<file path="src/rtl/alu_v33_pkg.sv">
// Shared opcode encodings, flag-register bit positions and FSM state type
// for the v33 iterative execute-path ALU.
package alu_v33_pkg;

  localparam logic [5:0] OP_SHL = 6'h10;
  localparam logic [5:0] OP_SHR = 6'h11;
  localparam logic [5:0] OP_AND = 6'h12;
  localparam logic [5:0] OP_OR  = 6'h13;
  localparam logic [5:0] OP_XOR = 6'h14;
  localparam logic [5:0] OP_NOT = 6'h15;
  localparam logic [5:0] OP_CMP = 6'h16;
  localparam logic [5:0] OP_ADD = 6'h20;
  localparam logic [5:0] OP_SUB = 6'h21;
  localparam logic [5:0] OP_MUL = 6'h22;
  localparam logic [5:0] OP_DIV = 6'h23;
  localparam logic [5:0] OP_MOD = 6'h24;
  localparam logic [5:0] OP_INC = 6'h25;
  localparam logic [5:0] OP_DEC = 6'h26;

  localparam int FR_GT = 0;
  localparam int FR_LT = 1;
  localparam int FR_EQ = 2;
  localparam int FR_Z  = 3;
  localparam int FR_C  = 4;
  localparam int FR_OV = 5;
  localparam int FR_DZ = 6;

  typedef enum logic [1:0] {
    S_IDLE = 2'd0,
    S_MUL  = 2'd1,
    S_DIV  = 2'd2,
    S_FIN  = 2'd3
  } state_t;

endpackage

</file>
<file path="src/rtl/alu_iter_muldiv.sv">
// Shared iterative engine: shift-add multiply or restoring divide over a
// {hi, lo} shift register, one bit per clock, DATA_W iterations per op.
module alu_iter_muldiv
  import alu_v33_pkg::*;
#(
  parameter int DATA_W = 16
) (
  input  logic              clk,
  input  logic              rst_n,
  input  logic              go,
  input  logic              is_div,
  input  logic [DATA_W-1:0] a,
  input  logic [DATA_W-1:0] b,
  output logic              rdy,
  output logic [DATA_W-1:0] hi,
  output logic [DATA_W-1:0] lo
);
  localparam int CW = $clog2(DATA_W);

  logic [CW-1:0]     cnt;
  logic              run, div_q, src_div;
  logic [DATA_W-1:0] m_q, src_hi, src_lo, src_m, nxt_hi, nxt_lo;
  logic [DATA_W:0]   sum, shifted, diff;

  // Iteration 0 is computed from the live operands on the go edge, so the
  // last iteration (cnt == DATA_W-1) completes DATA_W-1 clocks later; rdy
  // flags that final iteration.
  assign rdy = run && (cnt == CW'(DATA_W - 1));

  always_comb begin
    src_div = go ? is_div : div_q;
    src_hi  = go ? '0 : hi;
    src_lo  = go ? (is_div ? a : b) : lo;
    src_m   = go ? (is_div ? b : a) : m_q;
    sum     = {1'b0, src_hi} + (src_lo[0] ? {1'b0, src_m} : '0);
    shifted = {src_hi, src_lo[DATA_W-1]};
    diff    = shifted - {1'b0, src_m};
    if (src_div) begin
      nxt_hi = diff[DATA_W] ? shifted[DATA_W-1:0] : diff[DATA_W-1:0];
      nxt_lo = {src_lo[DATA_W-2:0], ~diff[DATA_W]};
    end else begin
      nxt_hi = sum[DATA_W:1];
      nxt_lo = {sum[0], src_lo[DATA_W-1:1]};
    end
  end

  always_ff @(posedge clk or negedge rst_n) begin
    if (!rst_n) begin
      hi    <= '0;
      lo    <= '0;
      m_q   <= '0;
      div_q <= 1'b0;
      cnt   <= '0;
      run   <= 1'b0;
    end else if (go) begin
      hi    <= nxt_hi;
      lo    <= nxt_lo;
      m_q   <= src_m;
      div_q <= is_div;
      cnt   <= CW'(1);
      run   <= 1'b1;
    end else if (run) begin
      hi <= nxt_hi;
      lo <= nxt_lo;
      if (rdy) begin
        run <= 1'b0;
        cnt <= '0;
      end else begin
        cnt <= cnt + 1'b1;
      end
    end
  end

endmodule

</file>
<file path="src/rtl/alu_iter_v33.sv">
// Execute-stage ALU: single-cycle logic/arithmetic ops plus iterative
// MUL/DIV/MOD through a shared engine, with registered result and flags.
module alu_iter_v33
  import alu_v33_pkg::*;
#(
  parameter int DATA_W = 16,
  parameter int FLAG_W = 16
) (
  input  logic              wire_clock,
  input  logic              wire_reset,
  input  logic              start,
  input  logic [5:0]        opcode,
  input  logic [DATA_W-1:0] opnd_a,
  input  logic [DATA_W-1:0] opnd_b,
  input  logic              use_carry,
  input  logic [FLAG_W-1:0] fr_in,
  output logic [DATA_W-1:0] result,
  output logic [FLAG_W-1:0] fr_out,
  output logic              busy,
  output logic              done,
  output logic [1:0]        fsm_state
);
  // Handshake: start is taken only while busy=0 (FSM idle); busy covers every
  // cycle after acceptance until done; done is a one-cycle pulse and the
  // registered result/fr_out are valid from that cycle until the next done.
  localparam int M = DATA_W - 1;
  localparam logic [DATA_W-1:0] ONE = {{(DATA_W-1){1'b0}}, 1'b1};

  state_t            state_q, state_d;
  logic              wr, set_z, go, go_div, rdy, mul_q, mod_q, ci, is_sub;
  logic [DATA_W-1:0] res_d, opb, hi, lo;
  logic [FLAG_W-1:0] fr_d, fr_q;
  logic [DATA_W:0]   wide;

  alu_iter_muldiv #(.DATA_W(DATA_W)) u_muldiv (
    .clk    (wire_clock),
    .rst_n  (wire_reset),
    .go     (go),
    .is_div (go_div),
    .a      (opnd_a),
    .b      (opnd_b),
    .rdy    (rdy),
    .hi     (hi),
    .lo     (lo)
  );

  assign busy      = (state_q != S_IDLE);
  assign fsm_state = state_q;

  // One DATA_W+1 adder serves ADD/SUB/INC/DEC; INC/DEC ignore the FR carry.
  always_comb begin
    is_sub = (opcode == OP_SUB) || (opcode == OP_DEC);
    opb    = ((opcode == OP_INC) || (opcode == OP_DEC)) ? ONE : opnd_b;
    ci     = ((opcode == OP_ADD) || (opcode == OP_SUB)) && use_carry && fr_in[FR_C];
    if (is_sub) wide = {1'b0, opnd_a} - {1'b0, opb} - {{DATA_W{1'b0}}, ci};
    else        wide = {1'b0, opnd_a} + {1'b0, opb} + {{DATA_W{1'b0}}, ci};
  end

  always_comb begin
    state_d = state_q;
    wr      = 1'b0;
    set_z   = 1'b0;
    go      = 1'b0;
    go_div  = 1'b0;
    res_d   = '0;
    fr_d    = fr_in;
    case (state_q)
      S_IDLE: if (start) begin
        wr    = 1'b1;
        set_z = 1'b1;
        case (opcode)
          OP_ADD, OP_SUB, OP_INC, OP_DEC: begin
            res_d        = wide[M:0];
            fr_d[FR_C]   = wide[DATA_W];
            fr_d[FR_OV]  = (opnd_a[M] ^ opb[M] ^ ~is_sub) & (opnd_a[M] ^ wide[M]);
          end
          OP_AND: res_d = opnd_a & opnd_b;
          OP_OR:  res_d = opnd_a | opnd_b;
          OP_XOR: res_d = opnd_a ^ opnd_b;
          OP_NOT: res_d = ~opnd_a;
          OP_SHL: begin
            res_d      = {opnd_a[M-1:0], 1'b0};
            fr_d[FR_C] = opnd_a[M];
          end
          OP_SHR: begin
            res_d      = {1'b0, opnd_a[M:1]};
            fr_d[FR_C] = opnd_a[0];
          end
          OP_CMP: begin
            res_d       = result;
            set_z       = 1'b0;
            fr_d[FR_GT] = (opnd_a > opnd_b);
            fr_d[FR_LT] = (opnd_a < opnd_b);
            fr_d[FR_EQ] = (opnd_a == opnd_b);
          end
          OP_MUL: begin
            wr      = 1'b0;
            go      = 1'b1;
            state_d = S_MUL;
          end
          OP_DIV, OP_MOD: begin
            if (opnd_b == '0) begin
              fr_d[FR_DZ] = 1'b1;
            end else begin
              wr      = 1'b0;
              go      = 1'b1;
              go_div  = 1'b1;
              state_d = S_DIV;
            end
          end
          default: set_z = 1'b0;
        endcase
      end
      S_MUL, S_DIV: if (rdy) state_d = S_FIN;
      S_FIN: begin
        wr      = 1'b1;
        set_z   = 1'b1;
        fr_d    = fr_q;
        state_d = S_IDLE;
        if (mul_q) begin
          res_d       = lo;
          fr_d[FR_OV] = |hi;
        end else begin
          res_d       = mod_q ? hi : lo;
          fr_d[FR_DZ] = 1'b0;
        end
      end
      default: state_d = S_IDLE;
    endcase
    if (set_z) fr_d[FR_Z] = (res_d == '0);
  end

  always_ff @(posedge wire_clock or negedge wire_reset) begin
    if (!wire_reset) state_q <= S_IDLE;
    else             state_q <= state_d;
  end

  always_ff @(posedge wire_clock or negedge wire_reset) begin
    if (!wire_reset) begin
      result <= '0;
      fr_out <= '0;
      done   <= 1'b0;
      mul_q  <= 1'b0;
      mod_q  <= 1'b0;
      fr_q   <= '0;
    end else begin
      done <= wr;
      if (wr) begin
        result <= res_d;
        fr_out <= fr_d;
      end
      if (go) begin
        mul_q <= ~go_div;
        mod_q <= (opcode == OP_MOD);
        fr_q  <= fr_in;
      end
    end
  end

endmodule

</file>
<file path="config.mk">
export PLATFORM = sky130hd
export DESIGN_NAME = alu_iter_v33
export DESIGN_NICKNAME = d
export VERILOG_FILES = /design/src/rtl/alu_v33_pkg.sv /design/src/rtl/alu_iter_muldiv.sv /design/src/rtl/alu_iter_v33.sv
export SDC_FILE = /design/constraint.sdc
export NUM_CORES = 1
export LEC_CHECK = 0
export ABC_AREA = 1
export CAP_MARGIN = 20
export CORE_ASPECT_RATIO = 0.7
export CORE_MARGIN = 8
export CORE_UTILIZATION = 45
export CTS_CLUSTER_DIAMETER = 80
export CTS_CLUSTER_SIZE = 16
export DETAILED_ROUTE_END_ITERATION = 8
export PLACE_DENSITY_LB_ADDON = 0.2
export SLEW_MARGIN = 0
export SYNTH_ARGS = -nofsm -noshare
export SYNTH_HDL_FRONTEND = slang
export SYNTH_SLANG_ARGS = --single-unit
export TNS_END_PERCENT = 20
</file>
<file path="constraint.sdc">
create_clock -name wire_clock -period 5.13 [get_ports wire_clock]
set_input_delay 1.026 -clock wire_clock [delete_from_list [all_inputs] [get_ports wire_clock]]
set_output_delay 1.026 -clock wire_clock [all_outputs]
set_load 0.01 [all_outputs]
</file>
==> qor.yml <==
status: "completed"
clockBufferDepth: 2
final_area_um2: 13960
clk_pin_slew_ps: 80
die_x_um: 207.8
fmax_mhz: 208.0
power_frac_seq: 0.219
clock_skew_ps: 12.29
fin_crit_sh: 0.9372
synth_edf_count: 0
p_leak_uw: 0.007173
avgSynthCellArea_um2: 6.498
cts_tree: "done"
power.internal_uw: 3422
async_flop_share: 1.000
numPortBuffers: 93
grt_first_pass_wirelength_um: 66560
synth-seq-cells: 106
r2r_end: "u_muldiv.hi[11]"
dpl_cell_area_um2: 13600
post-route-drc-count: 0
finalHoldWorstSlack_ps: 476.4
slew_headroom: 0.3754
endpoint: "fr_out[3]"
wire_per_inst_um: 18.55
cp.arrival_ps: 5100
cts_num_sinks: 106
drv_slew: 0
start_util: 0.4545
drive_gt1_frac: 0.1010
ant_nets: 0
syn_nets: 1976
p_clk_frac: 0.113
cap_violations: 0
dieArea_um2: 31230
synthCells: 1784
r2r_slack_ps: 980
stdcell_count: 2291
core_um2: 25500
max-vdd-ir-drop_v: 0.0002901
seq_area_frac_synth: 0.2288
die_h_um: 150.3
drt_wl_total_um: 42500
p_switching_uw: 3339
synth-main-ff-cell: "dfrtp_1"
synthDistinctLibCells: 55
place.gp.congestion: 0.9461
crit_type: "primary input to flop"
grt_usage: 0.2664
antenna_found_initial: 0
path_max_fanout: 15
worstMarginPinSlew_ps: 933.5
htreeDepth: 3
finalCriticalPeriod_ps: 4808
p_comb_frac: 0.668
fin_tns_setup_ps: 0
grt_start_max_net_pins: 78
grt-ovfl-total: 0
p_per_area_nw_per_um2: 484.3
io_pins: 94
fin_nets: 2147
register_area_um2: 2653
vias_per_cell: 5.558
cts_buffers: 9
nFillCells: 2577
dp.cells: 2273
setup_viol: 0
clockRootBuffer: "clkbuf_16"
synth_area_um2: 11590
dpl.hpwl_um: 34150
rsz0062_at_grt: "false"
r2r_start: "fsm_state[1]"
diodes: 0
area_growth_syn_to_layout_pct: 20.44
ff2ff_path_depth: 28
num_rows: 49
hold_viol: 0
grt_pass1_vias: 12040
crit_start: "opcode[2]"
drt_first_iter_violations: 1341
cp-start-kind: "primary input"
cts-hold-fix-buffers: 0
yosysWarningCount: 0
via_count: 12730
sw_frac_of_total: 0.4939
dr.pass1.iters: 7
hp-class: "flop to flop"
multi_input_area_um2: 7699
cp.required_ps: 5420
insertion_delay_ps: 360
cp-end-kind: "flop"
==> how the worst min path moves through the flow <==
stage                        start  cells after the start  slack, ps       end
after detailed placement  fr_q[12]                      2        460  fr_q[12]
after CTS                 fr_q[12]                      2        480  fr_q[12]
after floorplan            fr_q[0]                      2        440   fr_q[0]
final                     fr_q[11]                      2        480  fr_q[11]
after global placement    fr_q[12]                      2        450  fr_q[12]
after global routing      fr_q[12]                      2        490  fr_q[12]
==> layout make-up <==
type | count | share of cell area
Timing Repair Buffer | 215 | 0.1362
Inverter | 259 | 0.06963
Multi-Input combinational cell | 1364 | 0.5514
Clock buffer | 9 | 0.01613
Clock inverter | 7 | 0.006990
Tap cell | 331 | 0.02966
Sequential cell | 106 | 0.1900
==> layout by cell type, fill, tap and decap left out, types with 6 or more instances in the layout <==
| cell | netlist | routed |
|---|---|---|
| buf_4 | 4 | 119 |
| ha_1 | 128 | 128 |
| nor2_1 | 208 | 208 |
| nor3_1 | 19 | 19 |
| nand2_1 | 456 | 456 |
| o21ai_0 | 107 | 107 |
| nand3_1 | 112 | 112 |
| o22ai_1 | 24 | 24 |
| xor2_1 | 17 | 17 |
| xnor2_1 | 12 | 12 |
| o31ai_1 | 6 | 6 |
| o221ai_1 | 13 | 13 |
| o211ai_1 | 14 | 14 |
| a221oi_2 | 7 | 7 |
| inv_2 | 17 | 17 |
| a31oi_1 | 19 | 19 |
| nand2_2 | 7 | 7 |
| nand4_1 | 21 | 21 |
| clkbuf_16 | 0 | 9 |
| dfrtp_1 | 106 | 106 |
| a21oi_1 | 114 | 114 |
| a22oi_1 | 10 | 10 |
| clkdlybuf4s50_1 | 0 | 92 |
| inv_1 | 241 | 241 |
| fa_1 | 6 | 6 |
==> power groups by stage <==
stage          sequential (uW)  clock, uW  combinational, uW
5_1_grt                   1520        810               5000
4_1_cts                   1480        773               4460
3_3_place_gp              1480          0               4380
3_5_place_dp              1490          0               4430
6_report                  1480        764               4520
2_1_floorplan             1460          0               2810
==> critical path, stage by stage <==
cell             delay, ps
clkdlybuf4s50_1        530
inv_2                   60
nor2_2                 130
nand2_1                120
o21ai_2                250
buf_12                 190
nor2_1                  70
ha_1                   290
inv_1                   70
ha_1                   350
nand2_1                120
nor2_1                 210
nand2_1                100
nand2_1                180
nand2_1                110
nand3_1                 90
nand3_1                150
nand3_1                170
nand2_1                 80
a21oi_1                190
nand2_1                 80
nor2_1                 100
buf_4                  150
nand3_1                110
a21oi_1                140
==> stage by stage <==
stage | power [uW] | utilization | setup slack (ps)
floorplan | 4273 | - | 799.7
finish | 6762 | 0.5474 | 322.1
global route | 7325 | 0.5474 | 4.301
detailed placement | 5916 | 0.5334 | 47.17
CTS | 6706 | 0.5461 | 415.6
global placement | 5862 | 0.5334 | 122.3
==> sequential cells by signal (all words and copies together), names as in the netlist <==
signal          count
fr_out             16
result             16
u_muldiv.hi        16
u_muldiv.lo        16
u_muldiv.m_q       16
fr_q               15
u_muldiv.cnt        4
fsm_state           2
done                1
mod_q               1
mul_q               1
u_muldiv.div_q      1
u_muldiv.run        1
==> kinds of logic after synthesis <==
kind of cell / count (synthesis) / share of synthesized area
xor+xnor: 31 / 0.02666
fa+ha+maj: 134 / 0.1485
compound gates: 347 / 0.1822
flops: 106 / 0.2288
simple gates: 852 / 0.3067
buf+inv: 314 / 0.1071
==> metal layers <==
| layer | vias to the layer above | wire length [um] | GRT usage |
|---|---|---|---|
| met5 | - | 0 | 0 |
| met4 | 0 | 472 | 0.04069 |
| met3 | 39 | 4400 | 0.05636 |
| met2 | 580 | 16950 | 0.3911 |
| met1 | 5922 | 20680 | 0.4001 |
| li1 | 6192 | - | - |
==> cell usage after synthesis, drive strengths merged, types with 2 or more instances <==
cell | number | share of area
nand3b | 4 | 0.0026
fa | 6 | 0.010
a221oi | 8 | 0.0098
a21o | 3 | 0.0019
o221ai | 13 | 0.0098
o31ai | 6 | 0.0039
ha | 128 | 0.14
o21bai | 4 | 0.0029
o211a | 2 | 0.0017
o2111ai | 4 | 0.0030
and2 | 4 | 0.0022
nand4 | 21 | 0.011
nand3 | 113 | 0.049
o22ai | 24 | 0.013
nor3 | 22 | 0.011
a21boi | 3 | 0.0019
a22oi | 10 | 0.0065
a31oi | 19 | 0.010
xnor2 | 13 | 0.011
inv | 258 | 0.084
a21oi | 116 | 0.051
dfrtp | 106 | 0.23
buf | 27 | 0.014
xor2 | 18 | 0.015
clkbuf | 28 | 0.0091
o211ai | 19 | 0.014
o21ai | 114 | 0.050
or2 | 2 | 0.0011
nor2 | 214 | 0.072
nor4 | 6 | 0.0038
nand2 | 465 | 0.15
==> what timing repair did <==
item	CTS	global route
gates resized for setup	0	0
buffers inserted	0	1
setup endpoints to repair	0	1
No activity file was read; power rests on OpenSTA's default activity.
